## src/rtl/pipe_ctrl_carrier_if.sv

```systemverilog
// Control-carrier bus: decoder-side control/address bundle in, per-stage
// control fan-out, stall and forwarding selects out.
// Ports (slave view): id_ex[2:0] id_m[2:0] id_wb[1:0] id_rs/rt/rd id_valid
//   flush mem_wait in; stall_out ex_* mem_* wb_* fwd_a fwd_b out.
interface pipe_ctrl_carrier_if #(
    parameter int RA_W = 5
);
    logic [2:0]      id_ex;
    logic [2:0]      id_m;
    logic [1:0]      id_wb;
    logic [RA_W-1:0] id_rs;
    logic [RA_W-1:0] id_rt;
    logic [RA_W-1:0] id_rd;
    logic            id_valid;
    logic            flush;
    logic            mem_wait;

    logic            stall_out;
    logic            ex_regdst;
    logic            ex_aluop;
    logic            ex_alusrc;
    logic [RA_W-1:0] ex_rs;
    logic [RA_W-1:0] ex_rt;
    logic [RA_W-1:0] ex_dest;
    logic            mem_branch;
    logic            mem_memread;
    logic            mem_memwrite;
    logic [RA_W-1:0] mem_dest;
    logic            wb_regwrite;
    logic            wb_memtoreg;
    logic [RA_W-1:0] wb_dest;
    logic [1:0]      fwd_a;
    logic [1:0]      fwd_b;

    modport master (
        output id_ex, id_m, id_wb, id_rs, id_rt, id_rd,
        output id_valid, flush, mem_wait,
        input  stall_out, ex_regdst, ex_aluop, ex_alusrc,
        input  ex_rs, ex_rt, ex_dest,
        input  mem_branch, mem_memread, mem_memwrite, mem_dest,
        input  wb_regwrite, wb_memtoreg, wb_dest,
        input  fwd_a, fwd_b
    );

    modport slave (
        input  id_ex, id_m, id_wb, id_rs, id_rt, id_rd,
        input  id_valid, flush, mem_wait,
        output stall_out, ex_regdst, ex_aluop, ex_alusrc,
        output ex_rs, ex_rt, ex_dest,
        output mem_branch, mem_memread, mem_memwrite, mem_dest,
        output wb_regwrite, wb_memtoreg, wb_dest,
        output fwd_a, fwd_b
    );
endinterface

```

## src/rtl/pipe_ctrl_carrier.sv

```systemverilog
// Carries decoded control through ID/EX, EX/MEM, MEM/WB; RAW stall,
// branch flush and memory freeze. Optional macro FORWARD_EN enables
// forwarding selects and limits stalls to load-use.
// Ports: clk, rst (sync, active high), bus (pipe_ctrl_carrier_if.slave).
module pipe_ctrl_carrier #(
    parameter int RA_W = 5
) (
    input logic                 clk,
    input logic                 rst,
    pipe_ctrl_carrier_if.slave  bus
);

    typedef struct packed {
        logic            v;
        logic            regdst;
        logic            aluop;
        logic            alusrc;
        logic            branch;
        logic            memread;
        logic            memwrite;
        logic            regwrite;
        logic            memtoreg;
        logic [RA_W-1:0] rs;
        logic [RA_W-1:0] rt;
        logic [RA_W-1:0] rd;
    } idex_t;

    typedef struct packed {
        logic            v;
        logic            branch;
        logic            memread;
        logic            memwrite;
        logic            regwrite;
        logic            memtoreg;
        logic [RA_W-1:0] dest;
    } exmem_t;

    typedef struct packed {
        logic            v;
        logic            regwrite;
        logic            memtoreg;
        logic [RA_W-1:0] dest;
    } memwb_t;

    idex_t  idex_q,  idex_d,  id_load;
    exmem_t exmem_q, exmem_d;
    memwb_t memwb_q, memwb_d;

    logic [RA_W-1:0] ex_dest_w;
    logic            wr_ex;
    logic            wr_mem;
    logic            dep_ex;
    logic            hazard;

    // Control bits are masked at load so an invalid stage carries zeros.
    always_comb begin
        id_load    = '0;
        id_load.v  = bus.id_valid;
        id_load.rs = bus.id_rs;
        id_load.rt = bus.id_rt;
        id_load.rd = bus.id_rd;
        if (bus.id_valid) begin
            {id_load.regdst, id_load.aluop, id_load.alusrc} = bus.id_ex;
            {id_load.branch, id_load.memread, id_load.memwrite} = bus.id_m;
            {id_load.regwrite, id_load.memtoreg} = bus.id_wb;
        end
    end

    assign ex_dest_w = idex_q.regdst ? idex_q.rd : idex_q.rt;

    // Writes to $0 are discarded, so they never create a dependency.
    assign wr_ex  = idex_q.v & idex_q.regwrite & (|ex_dest_w);
    assign wr_mem = exmem_q.v & exmem_q.regwrite & (|exmem_q.dest);

    assign dep_ex = wr_ex & bus.id_valid &
                    ((ex_dest_w == bus.id_rs) |
                     (ex_dest_w == bus.id_rt));

`ifdef FORWARD_EN
    logic wr_wb;

    assign wr_wb = memwb_q.v & memwb_q.regwrite & (|memwb_q.dest);

    // Only a load still in EX cannot be forwarded in time.
    assign hazard = dep_ex & idex_q.memread;

    function automatic logic [1:0] fwd_sel(
        input logic [RA_W-1:0] a
    );
        if (wr_mem && exmem_q.dest == a)
            return 2'b10;
        else if (wr_wb && memwb_q.dest == a)
            return 2'b01;
        return 2'b00;
    endfunction

    assign bus.fwd_a = fwd_sel(idex_q.rs);
    assign bus.fwd_b = fwd_sel(idex_q.rt);
`else
    logic dep_mem;

    // WB needs no stall: the register file writes before it reads.
    assign dep_mem = wr_mem & bus.id_valid &
                     ((exmem_q.dest == bus.id_rs) |
                      (exmem_q.dest == bus.id_rt));

    assign hazard    = dep_ex | dep_mem;
    assign bus.fwd_a = 2'b00;
    assign bus.fwd_b = 2'b00;
`endif

    // A flush already replaces ID/EX with a bubble, so it suppresses stall.
    assign bus.stall_out = bus.mem_wait | (~bus.flush & hazard);

    always_comb begin
        idex_d  = idex_q;
        exmem_d = exmem_q;
        memwb_d = memwb_q;
        if (!bus.mem_wait) begin
            memwb_d.v        = exmem_q.v;
            memwb_d.regwrite = exmem_q.regwrite;
            memwb_d.memtoreg = exmem_q.memtoreg;
            memwb_d.dest     = exmem_q.dest;

            exmem_d.v        = idex_q.v;
            exmem_d.branch   = idex_q.branch;
            exmem_d.memread  = idex_q.memread;
            exmem_d.memwrite = idex_q.memwrite;
            exmem_d.regwrite = idex_q.regwrite;
            exmem_d.memtoreg = idex_q.memtoreg;
            exmem_d.dest     = ex_dest_w;
            if (bus.flush)
                exmem_d = '0;

            if (bus.flush || hazard)
                idex_d = '0;
            else
                idex_d = id_load;
        end
    end

    always_ff @(posedge clk) begin
        if (rst) begin
            idex_q  <= '0;
            exmem_q <= '0;
            memwb_q <= '0;
        end else begin
            idex_q  <= idex_d;
            exmem_q <= exmem_d;
            memwb_q <= memwb_d;
        end
    end

    assign bus.ex_regdst    = idex_q.v & idex_q.regdst;
    assign bus.ex_aluop     = idex_q.v & idex_q.aluop;
    assign bus.ex_alusrc    = idex_q.v & idex_q.alusrc;
    assign bus.ex_rs        = idex_q.rs;
    assign bus.ex_rt        = idex_q.rt;
    assign bus.ex_dest      = ex_dest_w;

    assign bus.mem_branch   = exmem_q.v & exmem_q.branch;
    assign bus.mem_memread  = exmem_q.v & exmem_q.memread;
    assign bus.mem_memwrite = exmem_q.v & exmem_q.memwrite;
    assign bus.mem_dest     = exmem_q.dest;

    assign bus.wb_regwrite  = memwb_q.v & memwb_q.regwrite;
    assign bus.wb_memtoreg  = memwb_q.v & memwb_q.memtoreg;
    assign bus.wb_dest      = memwb_q.dest;

endmodule

```

## src/flat_wrapper.sv

```systemverilog
// flat-port wrapper written by rule: the top's interface ports become plain ports
module pipe_ctrl_carrier_flat 
#(
    parameter int RA_W = 5
)
  (clk, rst, bus_id_ex, bus_id_m, bus_id_wb, bus_id_rs, bus_id_rt, bus_id_rd, bus_id_valid, bus_flush, bus_mem_wait, bus_stall_out, bus_ex_regdst, bus_ex_aluop, bus_ex_alusrc, bus_ex_rs, bus_ex_rt, bus_ex_dest, bus_mem_branch, bus_mem_memread, bus_mem_memwrite, bus_mem_dest, bus_wb_regwrite, bus_wb_memtoreg, bus_wb_dest, bus_fwd_a, bus_fwd_b);
  pipe_ctrl_carrier_if #(.RA_W(RA_W)) bus_i ();
  input logic clk;
  input logic rst;
  input wire logic [$bits(bus_i.id_ex)-1:0] bus_id_ex;
  input wire logic [$bits(bus_i.id_m)-1:0] bus_id_m;
  input wire logic [$bits(bus_i.id_wb)-1:0] bus_id_wb;
  input wire logic [$bits(bus_i.id_rs)-1:0] bus_id_rs;
  input wire logic [$bits(bus_i.id_rt)-1:0] bus_id_rt;
  input wire logic [$bits(bus_i.id_rd)-1:0] bus_id_rd;
  input wire logic [$bits(bus_i.id_valid)-1:0] bus_id_valid;
  input wire logic [$bits(bus_i.flush)-1:0] bus_flush;
  input wire logic [$bits(bus_i.mem_wait)-1:0] bus_mem_wait;
  output wire logic [$bits(bus_i.stall_out)-1:0] bus_stall_out;
  output wire logic [$bits(bus_i.ex_regdst)-1:0] bus_ex_regdst;
  output wire logic [$bits(bus_i.ex_aluop)-1:0] bus_ex_aluop;
  output wire logic [$bits(bus_i.ex_alusrc)-1:0] bus_ex_alusrc;
  output wire logic [$bits(bus_i.ex_rs)-1:0] bus_ex_rs;
  output wire logic [$bits(bus_i.ex_rt)-1:0] bus_ex_rt;
  output wire logic [$bits(bus_i.ex_dest)-1:0] bus_ex_dest;
  output wire logic [$bits(bus_i.mem_branch)-1:0] bus_mem_branch;
  output wire logic [$bits(bus_i.mem_memread)-1:0] bus_mem_memread;
  output wire logic [$bits(bus_i.mem_memwrite)-1:0] bus_mem_memwrite;
  output wire logic [$bits(bus_i.mem_dest)-1:0] bus_mem_dest;
  output wire logic [$bits(bus_i.wb_regwrite)-1:0] bus_wb_regwrite;
  output wire logic [$bits(bus_i.wb_memtoreg)-1:0] bus_wb_memtoreg;
  output wire logic [$bits(bus_i.wb_dest)-1:0] bus_wb_dest;
  output wire logic [$bits(bus_i.fwd_a)-1:0] bus_fwd_a;
  output wire logic [$bits(bus_i.fwd_b)-1:0] bus_fwd_b;
  assign bus_i.id_ex = bus_id_ex;
  assign bus_i.id_m = bus_id_m;
  assign bus_i.id_wb = bus_id_wb;
  assign bus_i.id_rs = bus_id_rs;
  assign bus_i.id_rt = bus_id_rt;
  assign bus_i.id_rd = bus_id_rd;
  assign bus_i.id_valid = bus_id_valid;
  assign bus_i.flush = bus_flush;
  assign bus_i.mem_wait = bus_mem_wait;
  assign bus_stall_out = bus_i.stall_out;
  assign bus_ex_regdst = bus_i.ex_regdst;
  assign bus_ex_aluop = bus_i.ex_aluop;
  assign bus_ex_alusrc = bus_i.ex_alusrc;
  assign bus_ex_rs = bus_i.ex_rs;
  assign bus_ex_rt = bus_i.ex_rt;
  assign bus_ex_dest = bus_i.ex_dest;
  assign bus_mem_branch = bus_i.mem_branch;
  assign bus_mem_memread = bus_i.mem_memread;
  assign bus_mem_memwrite = bus_i.mem_memwrite;
  assign bus_mem_dest = bus_i.mem_dest;
  assign bus_wb_regwrite = bus_i.wb_regwrite;
  assign bus_wb_memtoreg = bus_i.wb_memtoreg;
  assign bus_wb_dest = bus_i.wb_dest;
  assign bus_fwd_a = bus_i.fwd_a;
  assign bus_fwd_b = bus_i.fwd_b;
  pipe_ctrl_carrier #(.RA_W(RA_W)) u_core (.clk(clk), .rst(rst), .bus(bus_i));
endmodule
```

## config.mk

```make
export PLATFORM = sky130hd
export DESIGN_NAME = pipe_ctrl_carrier_flat
export DESIGN_NICKNAME = d
export VERILOG_FILES = /design/src/rtl/pipe_ctrl_carrier_if.sv /design/src/rtl/pipe_ctrl_carrier.sv /design/src/flat_wrapper.sv
export SDC_FILE = /design/constraint.sdc
export NUM_CORES = 1
export LEC_CHECK = 0
export CAP_MARGIN = 10
export CORE_UTILIZATION = 43
export DETAILED_ROUTE_END_ITERATION = 6
export PLACE_DENSITY = 0.77
export SLEW_MARGIN = 20
export SYNTH_ARGS = -nofsm -noshare
export SYNTH_HDL_FRONTEND = slang
export SYNTH_SLANG_ARGS = --single-unit
```

## constraint.sdc

```tcl
create_clock -name clk -period 1.77 [get_ports clk]
set_clock_uncertainty 0.15 [all_clocks]
set_input_delay 0.177 -clock clk [delete_from_list [all_inputs] [get_ports clk]]
set_output_delay 0.177 -clock clk [all_outputs]
set_load 0.005 [all_outputs]
```

# Yosys cells after proc, flatten, opt, wreduce, memory -nomap -nowiden
# Index checks and enable logic that the tools add are counted.
# W data, S select, Z words.
dict set report word_totals {
  latch_bits 0
  elab_cells 56
  n_memories 0
  output_inout_bits 38
  reg_bits 43
  mem_bits_ro 0
  in_bits 28
  mem_bits_rw 0
}
dict set report op_classes {
  mul 0
  n_eq_ne 4
  magnitude_cmp 0
  div 0
  shifts 0
  bitwise 22
  reduce_logical 3
  muxes 4
  n_addsub 0
}
# cell count
set ops {}
lappend ops {{$mux W24} 1}
lappend ops {{$eq A5 B5 Y1} 4}
lappend ops {{$and A1 B1 Y1} 17}
lappend ops {{$mux W11} 1}
lappend ops {{$reduce_or A5 Y1} 2}
lappend ops {{$mux W8} 1}
lappend ops {{$mux W5} 1}
lappend ops {{$or A1 B1 Y1} 4}
lappend ops {{$logic_or A1 B1 Y1} 1}
lappend ops {{$not A1 Y1} 1}

# Logic depth before layout (Yosys ltp)
dict set report logic_depth {
  word_depth 8
  mapped_depth 8
  ltp_nobuf 6
}

# Worst setup path after synthesis
# Ideal clock, no wire load.
dict set report synth_path {
  path_kind {reg-to-output}
  from {register u_core.idex_q[22] in the netlist's numbering}
  to {output bus_stall_out}
  required_ps 1443
  path_buffers 1
  arrival_time_ps 1612
  path_stages_with_launch 8
  setup_slack_ps -169
  cell_sequence {dfxtp_1 > buf_6 > mux2_4 > xor2_1 > nor3_2 > nand3_2 > a21oi_4 > a2bb2oi_1}
}
dict set report synth_via {
  elab_chain_len 8
  elab_cells_between_ends 11
  classes_between {eq/ne (2); mux (1); bitwise (7); reduce/logical (1)}
}
# element line
set synth_lines {}
lappend synth_lines {{start: declaration} pipe_ctrl_carrier.sv:45} ;# idex_t idex_q, idex_d, id_load;
lappend synth_lines {{start signal: assignment} pipe_ctrl_carrier.sv:148} ;# idex_q <= idex_d;
lappend synth_lines {{$mux W5 (*)} pipe_ctrl_carrier.sv:69} ;# assign ex_dest_w = idex_q.regdst ? idex_q.rd : idex_q.rt;
lappend synth_lines {{net bus_ex_dest[4]} flat_wrapper.sv:25} ;# output wire logic [$bits(bus_i.ex_dest)-1:0] bus_ex_dest;
lappend synth_lines {{$reduce_or A5 Y1} pipe_ctrl_carrier.sv:72} ;# assign wr_ex = idex_q.v & idex_q.regwrite & (|ex_dest_w);
lappend synth_lines {{$and A1 B1 Y1} pipe_ctrl_carrier.sv:72}
lappend synth_lines {{$and A1 B1 Y1} pipe_ctrl_carrier.sv:75} ;# assign dep_ex = wr_ex & bus.id_valid &
lappend synth_lines {{$and A1 B1 Y1 (*)} pipe_ctrl_carrier.sv:75}
lappend synth_lines {{$or A1 B1 Y1 (*)} pipe_ctrl_carrier.sv:107} ;# assign hazard = dep_ex | dep_mem;
lappend synth_lines {{$and A1 B1 Y1 (*)} pipe_ctrl_carrier.sv:113} ;# assign bus.stall_out = bus.mem_wait | (~bus.flush & hazard);
lappend synth_lines {{$or A1 B1 Y1 (*)} pipe_ctrl_carrier.sv:113}
lappend synth_lines {{end: declaration} flat_wrapper.sv:19} ;# output wire logic [$bits(bus_i.stall_out)-1:0] bus_stall_out;
# The timed path passes the listed nets; every way through them passes the cells marked *.

# Worst setup path after layout
dict set report layout_path {
  from {register u_core.idex_q[22] in the netlist's numbering}
  to {output bus_stall_out}
}
dict set report layout_via {
  elab_chain_len 8
  elab_cells_between_ends 11
  classes_between {eq/ne (2); mux (1); bitwise (7); reduce/logical (1)}
}
# element line
set layout_lines {}
lappend layout_lines {{$mux W5 (*)} pipe_ctrl_carrier.sv:69}
lappend layout_lines {{$reduce_or A5 Y1} pipe_ctrl_carrier.sv:72}
lappend layout_lines {{$and A1 B1 Y1} pipe_ctrl_carrier.sv:72}
lappend layout_lines {{$and A1 B1 Y1} pipe_ctrl_carrier.sv:75}
lappend layout_lines {{$and A1 B1 Y1 (*)} pipe_ctrl_carrier.sv:75}
lappend layout_lines {{$or A1 B1 Y1 (*)} pipe_ctrl_carrier.sv:107}
lappend layout_lines {{$and A1 B1 Y1 (*)} pipe_ctrl_carrier.sv:113}
lappend layout_lines {{$or A1 B1 Y1 (*)} pipe_ctrl_carrier.sv:113}
# Every way passes the cells marked *; elsewhere a longest branch is shown, timed or not.

==> flow_metrics.py <==
metrics = {
    "cts": {
        "htree_levels": 2,
        "cts.clk_slew.worst_paths_ns": 0.07,
        "cts_made_buffers": 5,
        "cts.sinks": 43,
        "worstSkewPairLatency_ns": 0.29,
        "clock_tree.root_cell": "clkbuf_8",
        "clockBufferDepth": 2,
        "cts_tree": "done",
    },
    "yosys": {
        "synth-compound-area-share_pct": 12.85,
        "synth.area.mux_share_pct": 6.589,
        "syn_avg_cell_area_um2": 8.592,
        "syn-cell-area_um2": 2260,
        "ys_async_sr_fraction_pct": 0,
        "yosys_warnings": 0,
        "synth_top_family_by_area": "simple AND/OR/NAND/NOR gates",
        "yosys.area_share.simple_pct": 22.59,
        "seq_area_frac_synth_pct": 38.10,
        "yosysUniqueCellTypes": 31,
        "synth_xor_area_share_pct": 7.364,
        "synth_edf_count": 0,
        "synth_adder_area_share_pct": 0,
        "ys_seq_elements": 43,
        "synthFlopType": "dfxtp_1",
        "postSynthCellCount": 263,
    },
    "layout": {
        "nFillCells": 462,
        "final_util_pct": 61.19,
        "drive_gt1_share_pct": 23.56,
        "stdcell_area_um2": 3105,
        "area_growth_pct": 37.43,
        "nets": 360,
        "regArea_um2": 864.6,
        "multi_input_area_um2": 1150,
        "num_antenna_cells": 0,
    },
    "global_routing": {
        "grt.overflow.total": 0,
        "grt_max_degree": 25,
        "use_met2_pct": 38.64,
        "antenna_found_initial": 0,
        "grt_usage_pct": 21.06,
        "gr-usage-met1_pct": 24.06,
        "grt_pass1_vias": 1916,
        "grt_pass1_wl_um": 8721,
        "grt_busiest_layer": "met2",
        "grtUsageMet3_pct": 4.743,
    },
    "timing": {
        "totalNegativeSetupSlack_ns": -10.01,
        "hold_viol": 0,
        "setup_slack_ns": -0.5659,
        "period_share_pct": 132.0,
        "rsz0062_at_grt": "true",
        "finalCriticalPeriod_ns": 2.336,
        "setup_viol": 28,
        "maxSlewViolCount": 0,
        "fmax_mhz": 428.1,
    },
    "worst_setup_path": {
        "cp_max_fo": 6,
        "worstPathRequired_ns": 1.44,
        "start_kind": "flip-flop",
        "worstSetupEndpointType": "primary output",
        "critPathArrivalTime_ns": 2.01,
        "path_class": "reg -> out",
        "ff2ff_setup_slack_ns": -0.45,
    },
    "run_status": {
        "violations": "negative setup slack",
        "outcome": "complete, but fails checks",
    },
    "power_and_ir_drop": {
        "leakage_nw": 1.236,
        "ir_drop_v": 0.0003579,
        "p_per_area_nw_per_um2": 602.2,
        "finalPower_mw": 1.870,
    },
    "routing": {
        "post_drt_via_cell_ratio": 4.945,
        "ant_nets": 0,
        "wl_per_cell_um": 13.55,
        "first_pass_iters": 4,
        "first_iter_violations": 82,
        "drc": 0,
        "wl_um": 5435,
        "vias": 1983,
    },
    "floorplan": {
        "die_h_um": 74.49,
        "ios": 66,
        "die_x_um": 74.49,
        "start_util_pct": 44.53,
        "dieArea_um2": 5549,
        "placementRows": 26,
        "core-area_um2": 5075,
    },
    "placement": {
        "dp_hpwl_um": 4140,
        "dpl-instance-area_um2": 3020,
        "post-place-ws_ns": -0.7055,
        "finalWeightedCongestion": 0.9024,
        "io_buffers": 61,
    },
    "worst_hold_path": {
        "hold_path.class": "reg -> reg",
    },
    "flow_run": {
        "max_cap_viol_count": 0,
    },
}
synthesized netlist by cell type, types with 6 or more instances:
| cell | count | share of area [%] |
|---|---|---|
| a21oi_1 | 10 | 2.2 |
| and2_1 | 8 | 2.2 |
| buf_4 | 24 | 8.0 |
| clkbuf_1 | 10 | 1.7 |
| dfxtp_1 | 43 | 38 |
| mux2i_1 | 8 | 3.5 |
| nand2_1 | 32 | 5.3 |
| nand3_1 | 20 | 4.4 |
| nand4_1 | 9 | 2.5 |
| nor2_1 | 20 | 3.3 |
| nor3b_1 | 6 | 2.0 |
| o21ai_2 | 20 | 7.8 |
| xnor2_1 | 12 | 4.7 |
| xor2_1 | 7 | 2.7 |
critical path, cell delays in order, from the launching register on:
cell and delay, ns:
dfxtp_4 0.41, mux2_4 0.35, xor2_1 0.16, nor3_2 0.20, nand3_2 0.12, a21oi_4 0.17, a2bb2oi_2 0.17, buf_2 0.13
per-layer routing:
| metal | vias up | routed length, µm |
|---|---|---|
| met4 | 0 | 55 |
| met1 | 930 | 2245 |
| met3 | 5 | 291 |
| li1 | 990 | - |
| met5 | - | 0 |
| met2 | 58 | 2842 |
area by class of cell:
type	instances	share of cell area, %
Clock buffer	6	2.337
Inverter	4	0.4835
Multi-Input combinational cell	179	37.03
Sequential cell	43	27.84
Tap cell	70	2.820
Timing Repair Buffer	99	29.49
cell usage in the layout, fill, tap and decap left out, types with 2 or more instances in the layout:
cell / synthesis / final
nand2_1: 32 / 32
and2_1: 8 / 8
nand4_1: 9 / 9
conb_1: 1 / 4
nor3b_1: 6 / 6
nor2_1: 20 / 20
nand3_1: 20 / 20
buf_4: 24 / 35
inv_1: 4 / 4
buf_2: 1 / 2
buf_12: 0 / 2
xnor2_1: 12 / 12
clkbuf_8: 0 / 5
o21ai_0: 4 / 4
mux2i_1: 8 / 8
dfxtp_1: 43 / 42
o21ai_2: 20 / 20
clkdlybuf4s50_1: 0 / 56
a21oi_1: 10 / 10
xor2_1: 7 / 6
nor3_2: 2 / 3
mux2_4: 2 / 2
nor3_1: 5 / 4
a22oi_1: 2 / 2
mux2i_2: 2 / 2
kinds of logic after synthesis:
logic type / count (synthesis)
and+or+nand+nor: 104
buffers and inverters: 44
DFF: 43
AOI/OAI and AO/OA: 39
xor gates and xnor gates: 19
muxes: 13
other: 1
power by group:
part,internal [mW],switching (mW),leakage (nW),total (mW)
clock network,0.263,0.297,0.0371,0.560
registers,0.988,0.0145,0.349,1.00
logic,0.175,0.133,0.850,0.308
state kept, by name (all words and copies together) (netlist names):
name	flops
u_core.memwb_q	3
u_core.bus.mem_dest	5
u_core.bus.ex_rt	5
u_core.idex_q	14
u_core.exmem_q	6
u_core.bus.ex_rs	5
u_core.bus.wb_dest	5
stage by stage:
stage / instances / hold slack [ns]
global route: 401 / 0.3189
finish: 401 / 0.2966
global placement: 394 / 0.2782
floorplan: 266 / 0.1780
CTS: 401 / 0.3035
detailed placement: 394 / 0.2876
worst paths after layout:
path                                  startpoint                          endpoint  depth (start not counted)
hold / removal    u_core.idex_q[21]$_SDFFE_PP0N_    u_core.idex_q[21]$_SDFFE_PP0N_                          2
hold reg to reg   u_core.idex_q[21]$_SDFFE_PP0N_    u_core.idex_q[21]$_SDFFE_PP0N_                          2
setup reg to reg  u_core.idex_q[22]$_SDFFE_PP0N_  u_core.bus.ex_rs[1]$_SDFFE_PP0N_                          7
setup / recovery  u_core.idex_q[22]$_SDFFE_PP0N_                     bus_stall_out                          7
what timing repair did:
| action | 4_1_cts | 5_1_grt |
|---|---|---|
| hold buffers | 0 | 0 |
| endpoints found under the setup margin | 31 | 30 |
| setup buffers | 2 | 0 |
| pin swaps | 5 | 3 |
| gates resized for setup | 13 | 2 |
Note: power is estimated with default switching activity, not from simulation.
